$ cat config.mk
export PLATFORM = sky130hd
export DESIGN_NAME = i_cache_axi_rd_flat
export DESIGN_NICKNAME = d
export VERILOG_FILES = /design/src/rtl/i_cache_axi_rd_pkg.sv /design/src/rtl/i_cache_axi_rd_if.sv /design/src/rtl/i_cache_axi_rd.sv /design/src/flat_wrapper.sv
export SDC_FILE = /design/constraint.sdc
export NUM_CORES = 1
export LEC_CHECK = 0
export CAP_MARGIN = 20
export CORE_UTILIZATION = 41
export DETAILED_ROUTE_END_ITERATION = 8
export PLACE_DENSITY = 0.8
export SYNTH_ARGS = -nofsm -noshare
export SYNTH_HDL_FRONTEND = slang
export SYNTH_SLANG_ARGS = --single-unit
$ cat constraint.sdc
create_clock -name clk -period 1.84 [get_ports clk]
set_input_delay 0.368 -clock clk [delete_from_list [all_inputs] [get_ports clk]]
set_output_delay 0.368 -clock clk [all_outputs]
set_load 0.005 [all_outputs]
$ cat src/rtl/i_cache_axi_rd_pkg.sv
// -----------------------------------------------------------------------------
// i_cache_axi_rd_pkg
//
// Shared constants for the instruction-cache AXI read responder:
//   - one-hot FSM state encodings (IAXI_IDLE/AR/R/DONE/HOLD, 5 bits)
//   - AXI4 attribute constants (transfer size, burst type, response codes)
//   - the RISC-V NOP word returned in place of data on an errored refill
//   - small helpers for word selection and response classification
// -----------------------------------------------------------------------------
package i_cache_axi_rd_pkg;

   localparam int unsigned IAXI_STATE_W = 5;

   typedef logic [IAXI_STATE_W-1:0] iaxi_state_t;

   // One-hot state encodings
   localparam logic [4:0] IAXI_IDLE = 5'b00001;
   localparam logic [4:0] IAXI_AR   = 5'b00010;
   localparam logic [4:0] IAXI_R    = 5'b00100;
   localparam logic [4:0] IAXI_DONE = 5'b01000;
   localparam logic [4:0] IAXI_HOLD = 5'b10000;

   // AXI4 attribute constants
   localparam logic [2:0] SIZE_8B     = 3'b011;
   localparam logic [1:0] BURST_INCR  = 2'b01;
   localparam logic [1:0] RESP_OKAY   = 2'b00;
   localparam logic [1:0] RESP_EXOKAY = 2'b01;
   localparam logic [1:0] RESP_SLVERR = 2'b10;
   localparam logic [1:0] RESP_DECERR = 2'b11;

   // addi x0, x0, 0
   localparam logic [31:0] NOP_INSN = 32'h0000_0013;

   // Pick the 32-bit instruction out of an 8-byte beat using byte-address bit 2.
   function automatic logic [31:0] select_word(input logic hi, input logic [63:0] beat);
      return hi ? beat[63:32] : beat[31:0];
   endfunction

   // SLVERR and DECERR both have bit 1 set; OKAY/EXOKAY do not.
   function automatic logic resp_is_err(input logic [1:0] resp);
      return (resp == RESP_SLVERR) || (resp == RESP_DECERR);
   endfunction

endpackage

$ cat src/rtl/i_cache_axi_rd_if.sv
// -----------------------------------------------------------------------------
// i_cache_axi_rd_if
//
// AXI4 read-address / read-data channel bundle used on the instruction-cache
// refill path.
//   master modport : drives AR (valid/addr/id/len/size/burst) and R ready
//   slave  modport : drives AR ready and R (valid/data/resp/last/id)
//
// Parameters:
//   AXI_ID_W   : width of ar_id / r_id
//   AXI_ADDR_W : width of ar_addr
// -----------------------------------------------------------------------------
interface i_cache_axi_rd_if #(
   parameter int unsigned AXI_ID_W   = 4,
   parameter int unsigned AXI_ADDR_W = 64
);

   // AR channel
   logic                  ar_valid;
   logic                  ar_ready;
   logic [AXI_ADDR_W-1:0] ar_addr;
   logic [AXI_ID_W-1:0]   ar_id;
   logic [7:0]            ar_len;
   logic [2:0]            ar_size;
   logic [1:0]            ar_burst;

   // R channel
   logic                  r_valid;
   logic                  r_ready;
   logic [63:0]           r_data;
   logic [1:0]            r_resp;
   logic                  r_last;
   logic [AXI_ID_W-1:0]   r_id;

   modport master (
      output ar_valid, ar_addr, ar_id, ar_len, ar_size, ar_burst, r_ready,
      input  ar_ready, r_valid, r_data, r_resp, r_last, r_id
   );

   modport slave (
      input  ar_valid, ar_addr, ar_id, ar_len, ar_size, ar_burst, r_ready,
      output ar_ready, r_valid, r_data, r_resp, r_last, r_id
   );

endinterface

$ cat src/rtl/i_cache_axi_rd.sv
// -----------------------------------------------------------------------------
// i_cache_axi_rd
//
// Memory-side responder for the instruction-cache refill port. Takes the
// cache's level-held read request, issues one single-beat AXI4 read, and
// returns the addressed 32-bit instruction with a one-cycle cache_in_ok pulse.
// One transaction is outstanding at a time.
//
// Optional build macro: YSYX22040228_IAXI_ERR_EN
//   When defined, adds cache_rd_err, which pulses with cache_in_ok when the beat
//   came back SLVERR/DECERR; the returned word is then forced to a NOP.
//
// Ports:
//   clk, rst        : clock, asynchronous active-low reset
//   cache_read_ena  : refill request, held by the cache until cache_in_ok
//   cache_addr      : 64-bit instruction byte address (4-byte aligned)
//   cache_or_data   : returned instruction word, zero unless cache_in_ok
//   cache_in_ok     : one-cycle completion pulse
//   cache_rd_err    : (macro only) error flag alongside cache_in_ok
//   axi             : AXI4 AR/R master (i_cache_axi_rd_if.master)
//
// Parameters:
//   AXI_ID_W   : width of ar_id / r_id
//   AXI_ID     : constant ID driven on ar_id
//   AXI_ADDR_W : AXI address width
// -----------------------------------------------------------------------------
module i_cache_axi_rd
   import i_cache_axi_rd_pkg::*;
#(
   parameter int unsigned AXI_ID_W   = 4,
   parameter int unsigned AXI_ID     = 0,
   parameter int unsigned AXI_ADDR_W = 64
) (
   input  logic                   clk,
   input  logic                   rst,
   input  logic                   cache_read_ena,
   input  logic [63:0]            cache_addr,
   output logic [31:0]            cache_or_data,
   output logic                   cache_in_ok,
`ifdef YSYX22040228_IAXI_ERR_EN
   output logic                   cache_rd_err,
`endif
   i_cache_axi_rd_if.master       axi
);

   logic [4:0]  state_q, state_d;
   logic [63:0] addr_q, addr_d;
   logic [31:0] data_q, data_d;
   // Set when the cache withdraws its request mid-transaction; the AXI side
   // still runs to completion but the completion pulse is skipped.
   logic        abandon_q, abandon_d;
`ifdef YSYX22040228_IAXI_ERR_EN
   logic        err_q, err_d;
`endif

   // ---------------------------------------------------------------------------
   // Next-state logic
   // ---------------------------------------------------------------------------
   always_comb begin
      state_d   = state_q;
      addr_d    = addr_q;
      data_d    = data_q;
      abandon_d = abandon_q;
`ifdef YSYX22040228_IAXI_ERR_EN
      err_d     = err_q;
`endif

      unique case (state_q)
         IAXI_IDLE: begin
            abandon_d = 1'b0;
            if (cache_read_ena) begin
               addr_d  = cache_addr;
               state_d = IAXI_AR;
            end
         end

         IAXI_AR: begin
            if (!cache_read_ena) begin
               abandon_d = 1'b1;
            end
            // AR is never withdrawn once raised
            if (axi.ar_ready) begin
               state_d = IAXI_R;
            end
         end

         IAXI_R: begin
            if (!cache_read_ena) begin
               abandon_d = 1'b1;
            end
            // ar_len is 0, so the first beat is the last regardless of r_last
            if (axi.r_valid) begin
`ifdef YSYX22040228_IAXI_ERR_EN
               err_d  = resp_is_err(axi.r_resp);
               data_d = resp_is_err(axi.r_resp) ? NOP_INSN
                                                : select_word(addr_q[2], axi.r_data);
`else
               data_d = select_word(addr_q[2], axi.r_data);
`endif
               state_d = (abandon_q || !cache_read_ena) ? IAXI_HOLD : IAXI_DONE;
            end
         end

         IAXI_DONE: begin
            state_d = IAXI_HOLD;
         end

         // Cache's request register is still high this cycle; ignore it.
         IAXI_HOLD: begin
            state_d = IAXI_IDLE;
         end

         default: begin
            state_d = IAXI_IDLE;
         end
      endcase
   end

   // ---------------------------------------------------------------------------
   // State registers
   // ---------------------------------------------------------------------------
   always_ff @(posedge clk or negedge rst) begin
      if (!rst) begin
         state_q   <= IAXI_IDLE;
         addr_q    <= '0;
         data_q    <= '0;
         abandon_q <= 1'b0;
`ifdef YSYX22040228_IAXI_ERR_EN
         err_q     <= 1'b0;
`endif
      end else begin
         state_q   <= state_d;
         addr_q    <= addr_d;
         data_q    <= data_d;
         abandon_q <= abandon_d;
`ifdef YSYX22040228_IAXI_ERR_EN
         err_q     <= err_d;
`endif
      end
   end

   // ---------------------------------------------------------------------------
   // Outputs: decoded from registered state only
   // ---------------------------------------------------------------------------
   assign axi.ar_valid = (state_q == IAXI_AR);
   assign axi.ar_addr  = AXI_ADDR_W'({addr_q[63:3], 3'b000});
   assign axi.ar_id    = AXI_ID_W'(AXI_ID);
   assign axi.ar_len   = 8'd0;
   assign axi.ar_size  = SIZE_8B;
   assign axi.ar_burst = BURST_INCR;
   assign axi.r_ready  = (state_q == IAXI_R);

   assign cache_in_ok   = (state_q == IAXI_DONE);
   assign cache_or_data = cache_in_ok ? data_q : 32'h0;
`ifdef YSYX22040228_IAXI_ERR_EN
   assign cache_rd_err  = cache_in_ok & err_q;
`endif

   // Inputs that are intentionally not observed by the datapath
   logic unused_sig;
   assign unused_sig = ^{axi.r_last, axi.r_id, axi.r_resp, addr_q[1:0]};

   // ---------------------------------------------------------------------------
   // Assertions
   // ---------------------------------------------------------------------------
   a_state_onehot : assert property (@(posedge clk) disable iff (!rst) $onehot(state_q));

   a_ar_stable : assert property (@(posedge clk) disable iff (!rst)
      (axi.ar_valid && !axi.ar_ready) |=> (axi.ar_valid && $stable(axi.ar_addr)));

endmodule

$ cat src/flat_wrapper.sv
// flat-port wrapper written by rule: the top's interface ports become plain ports
module i_cache_axi_rd_flat import i_cache_axi_rd_pkg::*;
#(
   parameter int unsigned AXI_ID_W   = 4,
   parameter int unsigned AXI_ID     = 0,
   parameter int unsigned AXI_ADDR_W = 64
)
  (clk, rst, cache_read_ena, cache_addr, cache_or_data, cache_in_ok, axi_ar_valid, axi_ar_addr, axi_ar_id, axi_ar_len, axi_ar_size, axi_ar_burst, axi_r_ready, axi_ar_ready, axi_r_valid, axi_r_data, axi_r_resp, axi_r_last, axi_r_id);
  i_cache_axi_rd_if #(.AXI_ID_W(AXI_ID_W), .AXI_ADDR_W(AXI_ADDR_W)) axi_i ();
  input  logic clk;
  input  logic rst;
  input  logic cache_read_ena;
  input  logic [63:0] cache_addr;
  output logic [31:0] cache_or_data;
  output logic cache_in_ok;
  output wire logic [$bits(axi_i.ar_valid)-1:0] axi_ar_valid;
  output wire logic [$bits(axi_i.ar_addr)-1:0] axi_ar_addr;
  output wire logic [$bits(axi_i.ar_id)-1:0] axi_ar_id;
  output wire logic [$bits(axi_i.ar_len)-1:0] axi_ar_len;
  output wire logic [$bits(axi_i.ar_size)-1:0] axi_ar_size;
  output wire logic [$bits(axi_i.ar_burst)-1:0] axi_ar_burst;
  output wire logic [$bits(axi_i.r_ready)-1:0] axi_r_ready;
  input wire logic [$bits(axi_i.ar_ready)-1:0] axi_ar_ready;
  input wire logic [$bits(axi_i.r_valid)-1:0] axi_r_valid;
  input wire logic [$bits(axi_i.r_data)-1:0] axi_r_data;
  input wire logic [$bits(axi_i.r_resp)-1:0] axi_r_resp;
  input wire logic [$bits(axi_i.r_last)-1:0] axi_r_last;
  input wire logic [$bits(axi_i.r_id)-1:0] axi_r_id;
  assign axi_ar_valid = axi_i.ar_valid;
  assign axi_ar_addr = axi_i.ar_addr;
  assign axi_ar_id = axi_i.ar_id;
  assign axi_ar_len = axi_i.ar_len;
  assign axi_ar_size = axi_i.ar_size;
  assign axi_ar_burst = axi_i.ar_burst;
  assign axi_r_ready = axi_i.r_ready;
  assign axi_i.ar_ready = axi_ar_ready;
  assign axi_i.r_valid = axi_r_valid;
  assign axi_i.r_data = axi_r_data;
  assign axi_i.r_resp = axi_r_resp;
  assign axi_i.r_last = axi_r_last;
  assign axi_i.r_id = axi_r_id;
  i_cache_axi_rd #(.AXI_ID_W(AXI_ID_W), .AXI_ID(AXI_ID), .AXI_ADDR_W(AXI_ADDR_W)) u_core (.clk(clk), .rst(rst), .cache_read_ena(cache_read_ena), .cache_addr(cache_addr), .cache_or_data(cache_or_data), .cache_in_ok(cache_in_ok), .axi(axi_i));
endmodule
==> impl_metrics.csv <==
group,metric,value,unit
status,status,"complete, but fails checks",
status,violations,"setup timing",
sta,fmax,512,MHz
sta,setup_viol,33,
grt,gr-total-overflow,0,
route,route.vias.total,3460,
worst_setup_path,cp-start-kind,"flop",
final_layout,drive_gt1_share,42.1,%
job,max_cap_violations,0,
floorplanning,core-area,12000,um^2
worst_setup_path,end_kind,"primary output",
worst_setup_path,rrSetupSlack,0.09,ns
floorplanning,io_pins,256,
grt,grt_start_max_net_pins,40,
pwr,p_switching,2.51,mW
pwr,p_per_area,1250,nW/um^2
worst_setup_path,rr_startpoint,"u_core.state_q[1]",
pwr,switching_share,26.1,%
worst_setup_path,rr_endpoint,"u_core.state_q[1]",
pwr,power_frac_seq,37.9,%
place,pre_cts_slack,-0.123,ns
worst_setup_path,crit_type,"reg -> out",
route,m1WireLength,4340,um
yosys,synthCells,392,
pwr,combinationalPowerShare,42.6,%
clocking,clock_sinks,100,
route,avgViaCountPerCell,4.75,
sta,slew_viol_final,0,
final_layout,final_common_cell,"clkdlybuf4s50_1",
route,drc,0,
worst_setup_path,cp.required,1.47,ns
clocking,cts_tree,"yes",
final_layout,nFillCells,940,
clocking,clk_path_buf_depth,2,
yosys,yosys_warnings,0,
yosys,synth_seq_area_share,49.5,%
sta,finalHoldViolCount,0,
floorplanning,initial_core_util,42.1,%
floorplanning,die_h,113,um
yosys,ys_types,34,
final_layout,layout.nets,717,
final_layout,n_antenna_cell,0,
clocking,root_buffer,"clkbuf_16",
route,wirelength,11900,um
pwr,power.internal,7.10,mW
sta,rsz0062_at_grt,"yes",
route,routed.top_layer,"met4",
sta,fin_hold_ws,0.501,ns
clocking,clk_pin_slew,0.06,ns
grt,grt_pass1_wl,18600,um
worst_setup_path,path_max_fanout,8,
pwr,clockPowerShare,19.6,%
clocking,cts-buffers-inserted,9,
final_layout,layout_common_cells,"clkdlybuf4s50_1, mux2_2, dfrtp_1",
grt,antenna_found_initial,0,
pwr,leakagePower,3.39,nW
route,dr_wl_met2,6490,um
yosys,avgSynthCellArea,12.9,um^2
clocking,clk_latency,0.34,ns
sta,period_share,106,%
final_layout,fin_area,7680,um^2
worst_setup_path,rr_worst_depth,6,
floorplanning,dieArea,12800,um^2
yosys,synth_area,5060,um^2
route,drt.antenna.violating_nets,0,
floorplanning,die_w,113,um
floorplanning,row_count,40,
grt,track_usage,19.1,%
route,first_iter_violations,59,
place,numPortBuffers,226,
yosys,synth-seq-cells,100,
pwr,ir_drop,0.000768,V
sta,fin_ws,-0.113,ns
route,drt_first_pass_iters,4,
place,placed_area,7090,um^2
worst_setup_path,arrival,1.59,ns
worst_hold_path,min_path_type,"in -> async",
clocking,htree_levels,3,
route,detail_route.wl_per_cell,16.3,um
sta,clock_skew,0.00778,ns
place,gp_congestion,0.856,
sta,min_period,1.95,ns
final_layout,area_delta_synth_final,51.8,%
route,routed-wl-met3,872,um
grt,grt_pass1_vias,3773,
place,hpwl,8580,um
layer usage:
metal	vias up	track usage [%]
met2	143	36.0
met4	0	6.93
met3	10	5.84
met1	1707	19.8
met5	-	0
li1	1600	-
kinds of logic (layout without fill, tap and decap cells):
logic type	after synthesis	count (layout)	synth area share, %
AO/OA/AOI/OAI	10	10	1.41
XOR/XNOR	1	1	0.173
buffers and inverters	102	274	14.3
flip-flops	100	100	49.5
multiplexers	126	126	28.0
other	2	20	0.148
AND/OR/NAND/NOR	51	51	6.45
per-stage QoR:
step,TNS (ns),utilization [%],cells,total power [mW]
finish,-3.28,63.9,729,9.62
global route,-5.39,63.9,729,10.2
CTS,-4.28,63.3,728,9.75
detailed placement,-4.87,59.0,703,7.74
global placement,-4.24,59.0,703,7.58
floorplan,0,-,410,6.42
cell usage after synthesis:
master | n | area share [%]
a21oi_1 | 2 | 0.20
inv_1 | 3 | 0.22
nand2b_1 | 1 | 0.12
or4b_4 | 1 | 0.27
and3_1 | 1 | 0.12
a22o_1 | 1 | 0.17
o21a_1 | 1 | 0.15
nand3b_1 | 1 | 0.15
or3_1 | 1 | 0.12
o21bai_1 | 1 | 0.15
o21ai_0 | 1 | 0.099
a211oi_1 | 1 | 0.15
o31a_2 | 1 | 0.20
mux2_2 | 126 | 28
buf_6 | 1 | 0.22
nand3_1 | 1 | 0.099
nand4_2 | 1 | 0.25
conb_1 | 2 | 0.15
nand4_1 | 1 | 0.12
nor2_1 | 4 | 0.30
nor3_1 | 2 | 0.20
o41ai_1 | 1 | 0.17
buf_4 | 88 | 13
nand2_1 | 1 | 0.074
and4bb_2 | 1 | 0.25
a31oi_1 | 1 | 0.12
buf_2 | 3 | 0.30
and2_1 | 32 | 4.0
dfrtp_1 | 99 | 49
nor2_2 | 1 | 0.12
xnor2_1 | 1 | 0.17
clkbuf_1 | 7 | 0.52
dfstp_2 | 1 | 0.52
nor3b_1 | 2 | 0.30
worst max-delay path by stage:
stage,from,endpoint,slack (ns),cells after the start
after floorplan,u_core.state_q[4],cache_or_data[22],0.22,5
after global placement,u_core.state_q[2],cache_or_data[27],-0.11,6
after detailed placement,u_core.state_q[4],cache_or_data[30],-0.12,6
after CTS,u_core.state_q[0],cache_or_data[26],-0.14,7
after global routing,u_core.state_q[0],cache_or_data[25],-0.18,7
final,u_core.state_q[0],cache_or_data[25],-0.11,7
area by class of cell:
type	count	area (um^2)	share of cell area (%)
Clock inverter	2	35.0	0.456
Tap cell	147	184	2.39
Timing Repair Buffer	255	2680	34.9
Sequential cell	100	2500	32.6
Inverter	3	13.8	0.179
Multi-Input combinational cell	208	2000	26.0
Clock buffer	14	264	3.44
state kept, by name, summed over array words and instances (netlist names):
name / count
u_core.data_q: 32
u_core.state_q: 5
u_core.addr_q: 62
u_core.abandon_q: 1
worst max-delay path, cell delays in order, from the launching register on:
cell and delay [ns]:
dfstp_2 0.55, nor2_2 0.04, nand3_2 0.10, inv_4 0.05, buf_12 0.13, buf_8 0.13
and2_1 0.12, buf_2 0.12
what timing repair did:
action	CTS	global route
pin swaps	36	3
hold buffers	1	0
resized for setup	197	15
endpoints found under the hold margin	22	0
gates cloned	3	0
buffers inserted	7	2
setup endpoints to repair	35	35
power by group through the flow:
stage	logic (mW)	clock network (mW)	registers, mW
floorplan	2.93	0	3.50
global placement	3.98	0	3.59
detailed placement	4.08	0	3.66
CTS	4.15	1.96	3.64
global route	4.41	2.04	3.75
finish	4.09	1.88	3.64
(Power assumes the default switching activity.)
